--- src/rtl/cp0_pkg.sv ---
// Shared types and constants for the CP0 exception sequencer.
// Related macro: CP0_EXT_IRQ_EN (external interrupt entry, see cp0_exc_ctrl).
package cp0_pkg;

  typedef enum logic [1:0] {
    USER   = 2'd0,
    FLUSH  = 2'd1,
    KERNEL = 2'd2
  } state_t;

  // Cause codes
  localparam logic [2:0] C_NONE = 3'd0;
  localparam logic [2:0] C_OVF  = 3'd1;
  localparam logic [2:0] C_PRIV = 3'd2;
  localparam logic [2:0] C_ILL  = 3'd3;
  localparam logic [2:0] C_IRQ  = 3'd4;

  // CP0 register numbers
  localparam logic [4:0] C0_STATUS = 5'd12;
  localparam logic [4:0] C0_CAUSE  = 5'd13;
  localparam logic [4:0] C0_EPC    = 5'd14;

  // Architectural view of Cause: bit31 = double fault, [4:2] = code.
  function automatic logic [31:0] pack_cause(input logic dbl, input logic [2:0] code);
    return {dbl, 26'd0, code, 2'b00};
  endfunction

endpackage

--- src/rtl/cp0_regs.sv ---
// Status/Cause/EPC storage, write arbitration and mfc0 read mux.
// Hardware exception updates take priority over software writes; a return
// clears the double-fault flag, and a software write in the same cycle still lands.
// Related macro: CP0_EXT_IRQ_EN (no direct effect here).
module cp0_regs
  import cp0_pkg::*;
(
  input  logic        clk,
  input  logic        reset,
  input  logic        kernel_mode,
  input  logic        hw_entry,
  input  logic        hw_dbl,
  input  logic [2:0]  hw_code,
  input  logic [31:0] hw_pc,
  input  logic        hw_ret,
  input  logic        sw_we,
  input  logic [4:0]  waddr,
  input  logic [31:0] wdata,
  input  logic [4:0]  raddr,
  output logic [31:0] rdata,
  output logic [31:0] epc,
  output logic        ie
);

  logic [31:0] epc_r;
  logic [2:0]  code_r;
  logic        dbl_r;
  logic        ie_r;

  // Register update: reset, hardware exception, then return/software write.
  always_ff @(posedge clk) begin
    if (reset) begin
      epc_r  <= 32'd0;
      code_r <= 3'd0;
      dbl_r  <= 1'b0;
      ie_r   <= 1'b1;
    end else if (hw_entry) begin
      code_r <= hw_code;
      if (hw_dbl) begin
        dbl_r <= 1'b1;
      end else begin
        dbl_r <= 1'b0;
        epc_r <= hw_pc;
      end
    end else begin
      if (hw_ret) begin
        dbl_r <= 1'b0;
      end
      if (sw_we) begin
        case (waddr)
          C0_STATUS: ie_r <= wdata[1];
          C0_CAUSE: begin
            code_r <= wdata[4:2];
            dbl_r  <= wdata[31];
          end
          C0_EPC:  epc_r <= wdata;
          default: ;
        endcase
      end
    end
  end

  // Combinational read mux for mfc0; unmapped numbers read as zero.
  always_comb begin
    rdata = 32'd0;
    case (raddr)
      C0_STATUS: rdata = {30'd0, ie_r, kernel_mode};
      C0_CAUSE:  rdata = pack_cause(dbl_r, code_r);
      C0_EPC:    rdata = epc_r;
      default:   rdata = 32'd0;
    endcase
  end

  assign epc = epc_r;
  assign ie  = ie_r;

endmodule

--- src/rtl/cp0_exc_ctrl.sv ---
// CP0 exception sequencer: USER/FLUSH/KERNEL FSM, flush counter and PC redirect.
// Optional macro CP0_EXT_IRQ_EN adds a synchronized external interrupt input
// that takes exception entry with cause C_IRQ from USER mode when IE=1.
module cp0_exc_ctrl
  import cp0_pkg::*;
#(
  parameter logic [31:0] VECTOR_ADDR  = 32'h0000_0080,
  parameter int          FLUSH_CYCLES = 2
) (
  input  logic        clk,
  input  logic        reset,
`ifdef CP0_EXT_IRQ_EN
  input  logic        irq,
`endif
  input  logic        exc_req,
  input  logic [2:0]  exc_cause,
  input  logic [31:0] exc_pc,
  input  logic        stall,
  input  logic        eret,
  input  logic        c0_we,
  input  logic [4:0]  c0_waddr,
  input  logic [31:0] c0_wdata,
  input  logic [4:0]  c0_raddr,
  output logic [31:0] c0_rdata,
  output logic        kernel_mode,
  output logic        flush,
  output logic        redirect,
  output logic [31:0] redirect_pc,
  output logic        busy
);

  localparam logic [2:0] FLUSH_LOAD = 3'(FLUSH_CYCLES - 1);

  state_t      state_r, state_nx_s;
  logic [2:0]  cnt_r, cnt_nx_s;
  logic        kernel_r, kernel_nx_s;
  logic        flush_r, flush_nx_s;
  logic        redirect_r, redirect_nx_s;
  logic [31:0] rpc_r, rpc_nx_s;
  logic        busy_r;

  logic        entry_s;
  logic [2:0]  entry_code_s;
  logic        ret_s;
  logic        sw_we_s;
  logic        dbl_s;
  logic [31:0] epc_s;
  logic        ie_s;

`ifdef CP0_EXT_IRQ_EN
  logic [1:0]  irq_sync_r;
  logic        irq_take_s;

  // Two-flop synchronizer for the asynchronous interrupt line.
  always_ff @(posedge clk) begin
    if (reset) begin
      irq_sync_r <= 2'b00;
    end else begin
      irq_sync_r <= {irq_sync_r[0], irq};
    end
  end

  assign irq_take_s   = (state_r == USER) && ie_s && !stall && !exc_req && irq_sync_r[1];
  assign entry_s      = (!stall && exc_req && (state_r != FLUSH)) || irq_take_s;
  assign entry_code_s = exc_req ? exc_cause : C_IRQ;
`else
  logic unused_ie_s;
  assign unused_ie_s  = ie_s;
  assign entry_s      = !stall && exc_req && (state_r != FLUSH);
  assign entry_code_s = exc_cause;
`endif

  // Exception beats eret and software writes; FLUSH ignores all requests.
  assign ret_s   = !stall && eret && !exc_req && (state_r == KERNEL);
  assign sw_we_s = !stall && c0_we && !exc_req && (state_r == KERNEL);
  assign dbl_s   = (state_r == KERNEL);

  cp0_regs u_regs (
    .clk         (clk),
    .reset       (reset),
    .kernel_mode (kernel_r),
    .hw_entry    (entry_s),
    .hw_dbl      (dbl_s),
    .hw_code     (entry_code_s),
    .hw_pc       (exc_pc),
    .hw_ret      (ret_s),
    .sw_we       (sw_we_s),
    .waddr       (c0_waddr),
    .wdata       (c0_wdata),
    .raddr       (c0_raddr),
    .rdata       (c0_rdata),
    .epc         (epc_s),
    .ie          (ie_s)
  );

  // State register.
  always_ff @(posedge clk) begin
    if (reset) begin
      state_r <= USER;
    end else begin
      state_r <= state_nx_s;
    end
  end

  // Next-state logic.
  always_comb begin
    state_nx_s = state_r;
    case (state_r)
      USER: begin
        if (entry_s) state_nx_s = FLUSH;
        else         state_nx_s = USER;
      end
      FLUSH: begin
        if (cnt_r == 3'd0) state_nx_s = KERNEL;
        else               state_nx_s = FLUSH;
      end
      KERNEL: begin
        if (entry_s)    state_nx_s = FLUSH;
        else if (ret_s) state_nx_s = USER;
        else            state_nx_s = KERNEL;
      end
      default: state_nx_s = USER;
    endcase
  end

  // Next values of the registered outputs and the flush down-counter.
  always_comb begin
    kernel_nx_s   = kernel_r;
    flush_nx_s    = 1'b0;
    redirect_nx_s = 1'b0;
    rpc_nx_s      = rpc_r;
    cnt_nx_s      = cnt_r;
    if (entry_s) begin
      kernel_nx_s   = 1'b1;
      flush_nx_s    = 1'b1;
      redirect_nx_s = 1'b1;
      rpc_nx_s      = VECTOR_ADDR;
      cnt_nx_s      = FLUSH_LOAD;
    end else if (ret_s) begin
      kernel_nx_s   = 1'b0;
      flush_nx_s    = 1'b1;
      redirect_nx_s = 1'b1;
      rpc_nx_s      = epc_s;
    end else if ((state_r == FLUSH) && (cnt_r != 3'd0)) begin
      flush_nx_s = 1'b1;
      cnt_nx_s   = cnt_r - 3'd1;
    end else begin
      flush_nx_s = 1'b0;
    end
  end

  // Output and counter registers.
  always_ff @(posedge clk) begin
    if (reset) begin
      cnt_r      <= 3'd0;
      kernel_r   <= 1'b0;
      flush_r    <= 1'b0;
      redirect_r <= 1'b0;
      rpc_r      <= 32'd0;
      busy_r     <= 1'b0;
    end else begin
      cnt_r      <= cnt_nx_s;
      kernel_r   <= kernel_nx_s;
      flush_r    <= flush_nx_s;
      redirect_r <= redirect_nx_s;
      rpc_r      <= rpc_nx_s;
      busy_r     <= (state_nx_s == FLUSH);
    end
  end

  assign kernel_mode = kernel_r;
  assign flush       = flush_r;
  assign redirect    = redirect_r;
  assign redirect_pc = rpc_r;
  assign busy        = busy_r;

endmodule

--- config.mk ---
export PLATFORM = sky130hd
export DESIGN_NAME = cp0_exc_ctrl
export DESIGN_NICKNAME = d
export VERILOG_FILES = /design/src/rtl/cp0_pkg.sv /design/src/rtl/cp0_regs.sv /design/src/rtl/cp0_exc_ctrl.sv
export SDC_FILE = /design/constraint.sdc
export NUM_CORES = 1
export LEC_CHECK = 0
export BUFFER_PORTS_ARGS = -buffer_cell sky130_fd_sc_hd__buf_2
export CAP_MARGIN = 30
export CORE_ASPECT_RATIO = 1.25
export CORE_MARGIN = 2
export CORE_UTILIZATION = 48
export DETAILED_ROUTE_END_ITERATION = 10
export GPL_ROUTABILITY_DRIVEN = 0
export PLACE_DENSITY = 0.92
export SLEW_MARGIN = 15
export SYNTH_ARGS = -nofsm -noshare
export SYNTH_HDL_FRONTEND = slang
export SYNTH_SLANG_ARGS = --single-unit
--- constraint.sdc ---
create_clock -name clk -period 1.92 [get_ports clk]
set_input_delay 0.384 -clock clk [delete_from_list [all_inputs] [get_ports clk]]
set_output_delay 0.384 -clock clk [all_outputs]
set_load 0.1 [all_outputs]
# Word-level counts from Yosys, hierarchy flattened

Index checks and enable logic that the tools add are counted.

Bitwise operators: 2
Multiply operators: 0
Reduce and logical (&&, ||, !) cells: 25
Magnitude comparators: 0
Div/mod/pow operators: 0
$add $sub $neg: 1
Mux-type cells: 30
Equality and inequality tests: 12
Shifts and indexed selects: 0

Operators by type and width:

| kind                | number |
|---|---|
| $mux 32             | 4 |
| $pmux 32 s3         | 1 |
| $eq 5x4->1 const B  | 6 |
| $mux 1              | 16 |
| $mux 8              | 2 |
| $reduce_bool 2->1   | 5 |
| $logic_and 1x1->1   | 9 |
| $mux 3              | 3 |
| $mux 2              | 3 |
| $pmux 2 s3          | 1 |
| $reduce_and 2->1    | 3 |
| $reduce_and 3->1    | 2 |
| $eq 2x1->1 const B  | 2 |
| $ne 2x2->1 const B  | 2 |
| $logic_not 3->1     | 1 |
| $reduce_bool 3->1   | 1 |
| $sub 3x1->3 const B | 1 |
| $eq 2x2->1 const B  | 1 |
| $logic_not 1->1     | 2 |
| $logic_not 2->1     | 1 |
| $ne 2x1->1 const B  | 1 |
| $not 1->1           | 2 |
| $reduce_or 2->1     | 1 |

Word-level logic and storage cells: 83
Bits in registers: 78
RAM bits: 0
Bits in read-only memories: 0
Latch bits: 0
Output and inout bits: 68
Input bits: 83
Memories: 0

# Depth between registers and ports, before layout

Gate-level depths: netlist of the first run.

Word-level depth: 8
Gate-level depth with buffers: 8
Depth with buffers taken out: 6

# Hierarchy

A second synthesis of the first run with hierarchy kept.

Cells, all modules: 419
Area total of the unflattened synthesis: 4026.4 µm²

Modules (own cells, without submodules):

| module       | instances | seq. area each (µm²) | cells an instance | area an instance (µm²) |
|---|---|---|---|---|
| cp0_regs     | 1         | 740.7                | 222               | 2339.7 |
| cp0_exc_ctrl | 1         | 820.8                | 197               | 1686.6 |

# Least setup slack after synthesis of the first run

OpenSTA, ideal clock, no wires.

Kind: register -> output
Start: register kernel_r (netlist: kernel_mode)
End: output port c0_rdata[0]
Stages on the path, launching flop included: 3
Data required time: 1.536 ns
Arrival time: 2.388 ns
Setup slack: -0.852 ns
Path buffers: 0
Path through: dfxtp_1 mux2i_1 nor2_1

Longest elaborated chain between the ends: 1

Ends and longest elaborated chain:

| item                   | line                | text |
|---|---|---|
| start, declared        | cp0_exc_ctrl.sv:36  | `logic kernel_r, kernel_nx_s;` |
| start signal, assigned | cp0_exc_ctrl.sv:163 | `kernel_r <= kernel_nx_s;` |
| $pmux 32 s3            | cp0_regs.sv:66      | `case (raddr)` |
| end, declared          | cp0_exc_ctrl.sv:24  | `output logic [31:0] c0_rdata,` |

No other way between the ends.

# Worst setup path in the final report of the first run

Start: input port c0_raddr[4]
End: output port c0_rdata[26]

Longest elaborated chain between the ends: 2
Elaborated cells between the ends (all ways): 4
Classes of those cells: eq/ne (3); mux (1)

Ends and longest elaborated chain:

| item            | line               | text |
|---|---|---|
| start, declared | cp0_exc_ctrl.sv:23 | `input logic [4:0] c0_raddr,` |
| $eq 5x4->1      | cp0_regs.sv:66     |  |
| $pmux 32 s3 *   | cp0_regs.sv:66     |  |

Every way passes the cells marked *; elsewhere a longest branch is shown, timed or not.

==> flow_summary.yaml, run 1 <==
floorplanning:
  pin_count: 151
  die_h_um: 101.4
  std_cell_rows: 35
  fp.dieW_um: 81.90
  core-area_mm2: 0.007357
  die_area_mm2: 0.008303
  initial_core_util_pct: 49.49
clocking:
  post_cts_buffers: 0
  cts-htree-levels: 3
  clock-sinks: 78
  clkTransAtPathRegs_ps: 80
  cts_tree: "done"
  clk_path_buf_depth: 2
  cts_hold_buffers: 0
  clk_latency_ps: 330
  cts_buffers: 9
  cts_root_buf: "clkbuf_8"
detailed_routing:
  routedLengthMet1_mm: 3.941
  wirelength_mm: 10.55
  post_drt_wl_per_cell_um: 16.13
  via_count: 3613
  route.met2.wl_mm: 5.756
  vias_per_cell: 5.524
  top_layer: "met4"
  drtIter0Drc: 117
  firstDrtPassIters: 5
  drtAntennaViolNets: 0
  route.detailed.drc: 0
  wl_met3_um: 691
timing:
  final.setup_skew_ps: 8.892
  maxSlewViolCount: 0
  setup_slack_ps: -54.59
  min_period_ps: 1975
  hold_slack_ps: 338.8
  rsz0062_at_grt: "true"
  period_share_pct: 102.8
  max_freq_mhz: 506.4
  slew_headroom_pct: 66.52
  worst_slew_pin_slew_ps: 505.7
  finalSetupViolCount: 30
  final_hold_viol_count: 0
power_and_ir_drop:
  ir_worst_vdd_mv: 0.4495
  power-per-cell-area_mw_per_mm2: 637.7
  p_leak_nw: 2.352
  power_mw: 3.396
logic_synthesis:
  syn_inst: 405
  synth_area_leader_cell: "dfxtp_1"
  syn-cell-area_mm2: 0.003641
  syn_avg_cell_area_um2: 8.990
  synth_xor_area_share_pct: 0
  synth_top_area_share_pct: 42.89
  synthMuxAreaShare_pct: 9.897
  syn_nets: 490
  synthAdderAreaFrac_pct: 0.6873
  synthSimpleGateAreaFrac_pct: 22.61
  synth_compound_area_share_pct: 18.69
  synth_top_family_by_area: "simple AND/OR/NAND/NOR gates"
  ys_warn_count: 0
  netlist_top_cells_area: "dfxtp_1 43%, a211oi_2 10%, mux2i_1 9.9%, nand2_1 6.9%, nor3_1 4.8%"
  ys_seq_elements: 78
  yosys.cell_types.count: 36
  seq_area_frac_synth_pct: 42.89
min_path:
  hp-class: "input pin to flip-flop"
  hold_end: "u_regs.code_r[2]"
  holdPathStages: 3
  hold_path_startpoint: "exc_cause[2]"
critical_path:
  r2r_start: "state_r[0]"
  crit_fanout: 30
  reg2regPathDepth: 5
  cp.arrival_ps: 1590
  end_kind: "primary output"
  crit_required_ps: 1540
  max_stage_delay_ps: 240
  cp_slowest_cell: "or2_1"
  crit_top_cell: "buf_12"
  r2r_end: "u_regs.epc[26]"
  worst_setup_path_start_kind: "input pin"
  critPathKind: "input pin to primary output"
  worstPathCellList: "buf_6, nand3b_1, or2_1, nor2_2, buf_12, and2_2, buf_12"
  rrSetupSlack_ps: 140
grt:
  antenna_found_initial: 0
  grt_pass1_wl_mm: 16.57
  overflow: 0
  grt_usage_pct: 25.97
  grt_max_degree: 31
  grt_pass1_vias: 3585
final_layout:
  antenna_cells: 0
  nNetsFinal: 642
  syn2layout_area_growth_pct: 46.25
  drive_gt1_share_pct: 46.26
  fin_util_pct: 72.38
placed_design:
  port_buffers: 150
  post-dp-hpwl_mm: 7.860
run:
  cap_violations: 0
outcome:
  status: "finished, violations left"
  failed_checks: "negative setup slack"
[layout by cell type, fill, tap and decap left out, types with 2 or more instances in the layout]
| cell | instances |
|---|---|
| nor2_2 | 3 |
| clkinvlp_4 | 2 |
| nor2b_1 | 5 |
| clkinv_2 | 2 |
| mux2i_1 | 36 |
| a211oi_1 | 5 |
| ha_1 | 2 |
| and2_2 | 24 |
| nand2_1 | 67 |
| a22o_2 | 2 |
| or2_2 | 2 |
| a22o_4 | 2 |
| buf_2 | 117 |
| and2_4 | 2 |
| a211oi_2 | 30 |
| nand2b_1 | 3 |
| a2111oi_0 | 2 |
| nor3_1 | 34 |
| clkbuf_8 | 10 |
| nor2_1 | 17 |
| a21oi_1 | 34 |
| buf_4 | 21 |
| inv_1 | 4 |
| dfxtp_1 | 77 |
| and4b_1 | 2 |
| buf_12 | 37 |
[worst max path at each step]
stage                startpoint      endpoint  slack [ps]  depth (start not counted)
floorplan           c0_raddr[4]  c0_rdata[10]        -120                          5
CTS                 c0_raddr[4]  c0_rdata[25]         -60                          7
finish              c0_raddr[4]  c0_rdata[26]         -50                          7
global placement    c0_raddr[4]  c0_rdata[28]         -20                          7
global route        c0_raddr[4]  c0_rdata[25]        -100                          7
detailed placement  c0_raddr[4]  c0_rdata[25]         -70                          7
[what timing repair did]
item	CTS	global route
pin swaps	1	0
hold endpoints to repair	0	0
resized for setup	1	0
endpoints found under the setup margin	30	30
[flip-flops by register name, summed over array words and instances (netlist names)]
name and cells:
u_regs.code_r 3, kernel_mode 1, redirect_pc 32, flush 1, u_regs.dbl_r 1, u_regs.epc 32
state_r 2, cnt_r 3, u_regs.ie 1, redirect 1, busy 1
[stage by stage]
step | setup slack [ps] | instance area, µm² | TNS (ps) | cells
after global placement | -15.70 | 5144 | -203.0 | 638
after CTS | -56.15 | 5325 | -1038 | 654
after floorplan | -122.2 | 3709 | -3240 | 405
after global routing | -101.1 | 5325 | -2555 | 654
final | -54.59 | 5325 | -1022 | 654
after detailed placement | -67.14 | 5144 | -1357 | 638
[area by class of cell]
class                      instances  area [µm²]
timing repair buffer             176        1495
fill                             529        2032
multi-input combinational        288        1962
clock buffer                      11       141.4
tap                               92       115.1
sequential                        78        1563
inverter                           4       15.01
clock inverter                     5       33.78
[cell families after synthesis]
| kind of cell | Yosys count |
|---|---|
| multiplexers | 36 |
| flip-flops | 78 |
| AND/OR/NAND/NOR | 169 |
| AO/OA/AOI/OAI | 81 |
| buffers and inverters | 39 |
| adder cells (fa/ha/maj) | 2 |
[worst max-delay path: cells and delay by family]
kind	cells	cell delay, ps
and+or+nand+nor	4	730
buffers and inverters	3	470
[Yosys cell counts, drive strengths merged]
cell / count
inv: 4
buf: 18
a22o: 4
or2: 3
nand2b: 3
nand2: 67
dfxtp: 78
clkbuf: 17
a21boi: 1
a2111oi: 2
nor2: 21
nor3: 35
a21oi: 34
and4b: 2
nor3b: 1
a32oi: 1
o2111ai: 1
a31oi: 1
nand3b: 1
nor4b: 1
nand4b: 1
o21ai: 1
a211o: 1
ha: 2
and2: 27
mux2i: 36
or3: 1
nor2b: 5
a211oi: 35
and4bb: 1
[metal layers]
metal | track usage [%] | vias up
met5 | 0 | -
met4 | 8.590 | 0
met3 | 5.258 | 14
met2 | 48.91 | 169
met1 | 28.36 | 1714
li1 | - | 1716
[power breakdown]
part	total (mW)	switching, mW	internal (mW)
clock network	1.08	0.578	0.505
logic	0.578	0.333	0.244
registers	1.73	0.0497	1.68
Note: power is estimated with default switching activity, not from simulation.
==> inputs of run 2 (changes only) <==
--- a/config.mk
+++ b/config.mk
@@ -9,10 +9,10 @@
 export CAP_MARGIN = 30
 export CORE_ASPECT_RATIO = 1.25
 export CORE_MARGIN = 2
-export CORE_UTILIZATION = 48
+export CORE_UTILIZATION = 45
 export DETAILED_ROUTE_END_ITERATION = 10
 export GPL_ROUTABILITY_DRIVEN = 0
-export PLACE_DENSITY = 0.92
+export PLACE_DENSITY = 0.88
 export SLEW_MARGIN = 15
 export SYNTH_ARGS = -nofsm -noshare
 export SYNTH_HDL_FRONTEND = slang
==> flow_summary.yaml, run 2 (synthesis gave the netlist of run 1 again) <==
final_layout:
  antenna_cells: 0
  final_area_mm2: 0.005445
  layout_common_cells: "117 x buf_2, 77 x dfxtp_1, 67 x nand2_1"
  fin_util_pct: 69.48
  layout_commonest_cell: "buf_2"
  drive_gt1_share_pct: 46.63
  syn2layout_area_growth_pct: 49.55
  layout.cells.non_filler: 659
  nNetsFinal: 644
run:
  cap_violations: 0
timing:
  period_share_pct: 102.9
  max_freq_mhz: 506.0
  totalNegativeSetupSlack_ps: -971.2
  min_period_ps: 1976
  worst_slew_pin_slew_ps: 518.9
  maxSlewViolCount: 0
  rsz0062_at_grt: "true"
  final.setup_skew_ps: 8.255
  finalSetupViolCount: 30
  slew_headroom_pct: 65.65
  setup_slack_ps: -56.17
  final_hold_viol_count: 0
placed_design:
  pre_cts_slack_ps: -55.85
  placed_cells: 642
  port_buffers: 150
  post-dp-hpwl_mm: 8.191
  place_area_mm2: 0.005142
power_and_ir_drop:
  p_comb_share_pct: 15.1
  p_int_mw: 2.831
  ir_worst_vdd_mv: 0.5775
  p_sw_share_pct: 25.95
  power-per-cell-area_mw_per_mm2: 702.1
  clkPwrFrac_pct: 39.4
  p_leak_nw: 2.407
  pwr-share-seq_pct: 45.5
  power_switching_mw: 0.9921
floorplanning:
  die_area_mm2: 0.008831
  core-area_mm2: 0.007838
  fp.dieW_um: 84.46
  die_h_um: 104.6
  pin_count: 151
  std_cell_rows: 36
  initial_core_util_pct: 46.46
detailed_routing:
  drtAntennaViolNets: 0
  via_count: 3540
  route.detailed.drc: 0
  drtIter0Drc: 156
  firstDrtPassIters: 4
  post_drt_wl_per_cell_um: 16.74
  vias_per_cell: 5.372
  wirelength_mm: 11.03
grt:
  antenna_found_initial: 0
  grt_usage_pct: 24.57
  grt_pass1_wl_mm: 17.28
  overflow: 0
  grt_max_degree: 36
  grt_pass1_vias: 3601
critical_path:
  reg2regPathDepth: 5
  worst_setup_path_start_kind: "input pin"
  rrSetupSlack_ps: 140
  r2r_start: "state_r[0]"
  cp.arrival_ps: 1590
  crit_required_ps: 1540
  end_kind: "primary output"
  critPathKind: "input pin to primary output"
  crit_fanout: 11
  r2r_end: "u_regs.epc[28]"
clocking:
  cts-htree-levels: 3
  cts_buffers: 9
  cts_root_buf: "clkbuf_8"
  clkTransAtPathRegs_ps: 80
  clock-sinks: 78
  clk_latency_ps: 340
  clk_path_buf_depth: 2
  cts_tree: "done"
min_path:
  hold_end: "u_regs.code_r[2]"
  hold_path_startpoint: "exc_cause[2]"
  holdPathStages: 3
  hp-class: "input pin to flip-flop"
outcome:
  status: "finished, violations left"
  failed_checks: "negative setup slack"
## run 2: changes by cell type in the layout (fill, tap and decap cells not counted), sizes merged
cell and delta:
bufinv +3, clkinv -1, clkinvlp -1, buf +2
inv -1
## run 2: layout make-up
type / instances / area (µm²)
Timing Repair Buffer: 178 / 1509
Tap cell: 95 / 118.9
Fill cell: 568 / 2392
Clock buffer: 11 / 141.4
Multi-Input combinational cell: 288 / 1992
Sequential cell: 78 / 1563
Clock inverter: 5 / 106.4
Inverter: 4 / 15.01
## run 2: worst max path at each step
stage	startpoint	to	slack, ps
3_3_place_gp	c0_raddr[4]	c0_rdata[16]	-20
4_1_cts	c0_raddr[4]	c0_rdata[6]	-40
3_5_place_dp	c0_raddr[4]	c0_rdata[6]	-60
2_1_floorplan	c0_raddr[4]	c0_rdata[10]	-120
5_1_grt	c0_raddr[4]	c0_rdata[25]	-100
6_report	c0_raddr[4]	c0_rdata[25]	-60
## run 2: power groups by stage
stage                     combinational [mW]  sequential [mW]  clock, mW
after CTS                              0.575             1.74       1.53
after global routing                   0.619             1.75       1.60
after floorplan                        0.322             1.81          0
after global placement                 0.549             1.77          0
final                                  0.577             1.74       1.51
after detailed placement               0.571             1.77          0
## run 2: critical path, stage by stage
cell and delay [ps]:
buf_6 90, nand3b_1 170, or2_4 260, nor2_4 150, buf_6 180, and2_4 180
buf_12 170
## run 2: layer usage
layer / GRT usage [%] / wire length (µm) / vias to the layer above
met1: 26.96 / 4266 / 1652
met2: 45.41 / 5865 / 144
met4: 10.43 / 280 / 0
met3: 4.739 / 617 / 25
met5: 0 / 0 / -
li1: - / - / 1719
## run 2: what timing repair did
action	4_1_cts	5_1_grt
setup buffers	0	0
gates cloned	0	1
pin swaps	3	0
resized for setup	10	16
hold buffers	0	0
endpoints found under the setup margin	26	31
## run 2: through the flow
stage / power (mW) / hold WS [ps]
global route: 3.971 / 319.3
floorplan: 2.131 / 434.7
detailed placement: 2.344 / 445.6
global placement: 2.317 / 441.0
finish: 3.823 / 337.3
CTS: 3.838 / 324.1
